$ cat config.mk
export PLATFORM = sky130hd
export DESIGN_NAME = rkv_sat_cnt
export DESIGN_NICKNAME = d
export VERILOG_FILES = /design/src/rtl/rkv_sat_cnt.sv
export SDC_FILE = /design/constraint.sdc
export NUM_CORES = 1
export LEC_CHECK = 0
export CORE_AREA = 2 2 39 41
export DETAILED_ROUTE_END_ITERATION = 6
export DIE_AREA = 0 0 41 43
export GPL_TIMING_DRIVEN = 1
export SLEW_MARGIN = 20
export SYNTH_ARGS = -nofsm -noshare
export SYNTH_HDL_FRONTEND = slang
export SYNTH_SLANG_ARGS = --single-unit
$ cat constraint.sdc
create_clock -name clk_i -period 1.15 [get_ports clk_i]
set_input_delay 0.23 -clock clk_i [delete_from_list [all_inputs] [get_ports clk_i]]
set_output_delay 0.23 -clock clk_i [all_outputs]
set_load 0.02 [all_outputs]
$ cat src/rtl/rkv_sat_cnt.sv
// Saturating up-counter with synchronous clear; sticks at all-ones.
module rkv_sat_cnt #(
  parameter int unsigned Width = 8
) (
  input  logic             clk_i,
  input  logic             rst_ni,
  input  logic             clr_i,
  input  logic             inc_i,
  output logic [Width-1:0] cnt_o
);

  logic [Width-1:0] cnt_q, cnt_d;

  always_comb begin
    cnt_d = cnt_q;
    if (clr_i) begin
      cnt_d = '0;
    end else if (inc_i && (cnt_q != {Width{1'b1}})) begin
      cnt_d = cnt_q + Width'(1);
    end
  end

  always_ff @(posedge clk_i) begin
    if (!rst_ni) begin
      cnt_q <= '0;
    end else begin
      cnt_q <= cnt_d;
    end
  end

  assign cnt_o = cnt_q;

endmodule

==> impl_metrics.py <==
metrics = {
    "die": {
        "fp.dieW_um": 41,
        "std_cell_rows": 14,
        "dieArea_mm2": 0.00176,
        "die_y_um": 43,
        "start_util_pct": 30.5,
        "core_mm2": 0.00138,
        "ios": 12,
    },
    "synthesis": {
        "ys_ff_latch": 8,
        "syn_avg_cell_area_um2": 9.17,
        "syn_nets": 51,
        "syn_area_um2": 422,
        "synth_cells": 46,
        "yosysWarnings": 0,
        "synth_cell_types": 19,
        "synth_top_cell_area_share_pct": 38.0,
        "synth_area_leaders": "dfxtp_1 38%, and4_1 8.3%, mux2i_1 7.1%, a21oi_1 5.9%, nand2_1 4.5%",
        "synth_area_leader_cell": "dfxtp_1",
        "yosysSeqAreaShare_pct": 38.0,
    },
    "drt": {
        "vias_per_cell": 5.26,
        "finalWirelength_um": 1090,
        "dr.first_iter.drc_count": 0,
        "vias": 458,
        "wl_per_cell_um": 12.5,
        "first_pass_iters": 1,
        "final_antenna_net_count": 0,
        "drc": 0,
    },
    "clock_tree": {
        "clk-insertion-delay-late_ns": 0.26,
        "cts.sinks": 8,
        "clock_path_buffers": 2,
        "cts_buffers": 3,
        "hold_buffers": 0,
        "clk_pin_slew_ns": 0.06,
        "tritoncts": "yes",
        "cts-htree-levels": 1,
        "root_buffer": "clkbuf_4",
    },
    "pwr": {
        "total_power_uw": 546,
        "power_frac_seq_pct": 51.5,
        "swShare_pct": 23.0,
        "p_switching_uw": 125,
        "powerDensity_mw_per_mm2": 829,
        "p_leak_nw": 0.279,
        "power.share.clock_pct": 40.6,
        "peakVddDrop_v": 0.000426,
        "power.share.combinational_pct": 7.9,
        "p_int_uw": 420,
    },
    "worst_hold_path": {
        "worstHoldPathCells": 2,
        "min_path_type": "flop to flop",
    },
    "global_route": {
        "busiest_layer": "met1",
        "antenna_found_initial": 0,
        "grt_use_met3_pct": 9.42,
        "grt-ovfl-total": 0,
        "grt_max_degree": 9,
        "use_met1_pct": 20.3,
        "grt_pass1_vias": 411,
        "track_usage_pct": 16.1,
        "grt_pass1_wl_um": 1840,
        "gr-usage-met2_pct": 19.7,
    },
    "outcome": {
        "status": "finished with violations",
        "violations": "setup timing",
    },
    "placed_design": {
        "dp_cells": 82,
        "post_dp_cell_area_um2": 642,
        "place_ws_ns": -0.340,
        "place_congestion": 0.811,
        "dp_hpwl_um": 778,
        "io_buffers": 11,
    },
    "layout": {
        "drive_above_1_share_pct": 40.8,
        "final_area_um2": 658,
        "largest_reg_flops": 8,
        "final_cell_count_no_fill": 87,
        "antenna_cells": 0,
        "finish.utilization_pct": 47.6,
        "nets": 78,
        "areaGrowthSynthToFinish_pct": 56.1,
    },
    "worst_setup_path": {
        "worstPathArrival_ns": 1.35,
        "end_kind": "flop",
        "r2r_cells": 4,
        "crit_path_max_fanout": 5,
        "path_class": "flop to flop",
        "cp.required_ns": 1.34,
        "cp-start-kind": "flop",
    },
    "timing": {
        "max_freq_ghz": 0.865,
        "drv_slew": 0,
        "hold_viol": 0,
        "rsz0062_at_grt": "yes",
        "worst_slew_pin_slew_ns": 0.231,
        "fin_ws_ns": -0.00653,
        "period_minus_slack_ns": 1.16,
        "setup_viol": 1,
        "finalClockSkew_ns": 0.00236,
        "max_slew_margin_pct": 84.6,
        "post-route-period-util_pct": 101,
    },
    "flow_run": {
        "maxCapViolCount": 0,
    },
}
-- power by group through the flow --
| stage | clock (mW) | sequential [mW] | combinational, mW |
|---|---|---|---|
| global route | 0.255 | 0.281 | 0.0478 |
| CTS | 0.231 | 0.281 | 0.0443 |
| floorplan | 0 | 0.289 | 0.0155 |
| global placement | 0 | 0.287 | 0.0452 |
| finish | 0.222 | 0.281 | 0.0433 |
| detailed placement | 0 | 0.287 | 0.0458 |
-- logic make-up (layout without fill, tap and decap cells) --
logic type,Yosys count,in the layout,share of synthesized area (%)
simple gates,22,22,32.9
compound gates,12,12,19.0
flops,8,8,38.0
buf+inv,0,25,0
fa+ha+maj,1,1,2.97
mux,3,3,7.12
-- Yosys cell counts, drive strengths merged --
| cell type | n |
|---|---|
| a211oi | 1 |
| a21boi | 1 |
| a31oi | 2 |
| mux2i | 3 |
| nand2 | 5 |
| a311oi | 1 |
| nor2b | 4 |
| and4 | 5 |
| nand3 | 1 |
| nor3 | 2 |
| a21oi | 5 |
| and3 | 1 |
| o21ai | 2 |
| nand2b | 3 |
| ha | 1 |
| nand4 | 1 |
| dfxtp | 8 |
-- routing by layer --
metal	up-vias	share of wire (%)
li1	233	-
met1	208	50
met2	13	44
met3	4	4.3
met4	0	2.3
met5	-	0
-- final timing paths --
kind                    to      from  slack [ns]
setup / recovery  cnt_o[5]  cnt_o[0]      -0.007
hold / removal    cnt_o[1]  cnt_o[1]        0.50
setup reg to reg  cnt_o[5]  cnt_o[0]      -0.007
hold reg to reg   cnt_o[1]  cnt_o[1]        0.50
-- critical path: stages (launching register included) --
cell      delay [ns]
dfxtp_4         0.36
ha_4            0.16
and4_4          0.16
a211oi_2        0.20
mux2i_1         0.20
-- metrics by stage --
step                      TNS [ns]  hold WS [ns]
after global placement       -1.76         0.490
after global routing        -0.145         0.514
final                     -0.00653         0.502
after detailed placement     -1.95         0.498
after CTS                  -0.0529         0.498
after floorplan            -0.0197         0.413
-- area by class of cell --
cell class / instances / area (um2)
timing repair buffer: 22 / 171
sequential: 8 / 170
clock buffer: 3 / 22.5
multi-input combinational: 38 / 274
tap: 16 / 20.0
fill: 146 / 726
-- placed cells by master, fill, tap and decap left out, types with 2 or more instances in the layout --
| cell | netlist | final |
|---|---|---|
| dfxtp_2 | 0 | 2 |
| dfxtp_1 | 8 | 4 |
| buf_4 | 0 | 10 |
| o21ai_0 | 2 | 2 |
| nor3_1 | 2 | 2 |
| clkdlybuf4s15_1 | 0 | 2 |
| and4_1 | 4 | 4 |
| clkbuf_4 | 0 | 3 |
| buf_2 | 0 | 4 |
| nor2b_1 | 3 | 3 |
| a21oi_1 | 5 | 5 |
| nand2b_1 | 3 | 3 |
| nand2_1 | 5 | 5 |
| a31oi_1 | 2 | 2 |
| dfxtp_4 | 0 | 2 |
| mux2i_1 | 3 | 3 |
| clkdlybuf4s50_1 | 0 | 2 |
-- timing repair --
action,CTS,global route
setup endpoints to repair,13,11
resized for setup,21,7
pin swaps,4,4
buffers inserted,1,1
(Power assumes the default switching activity.)
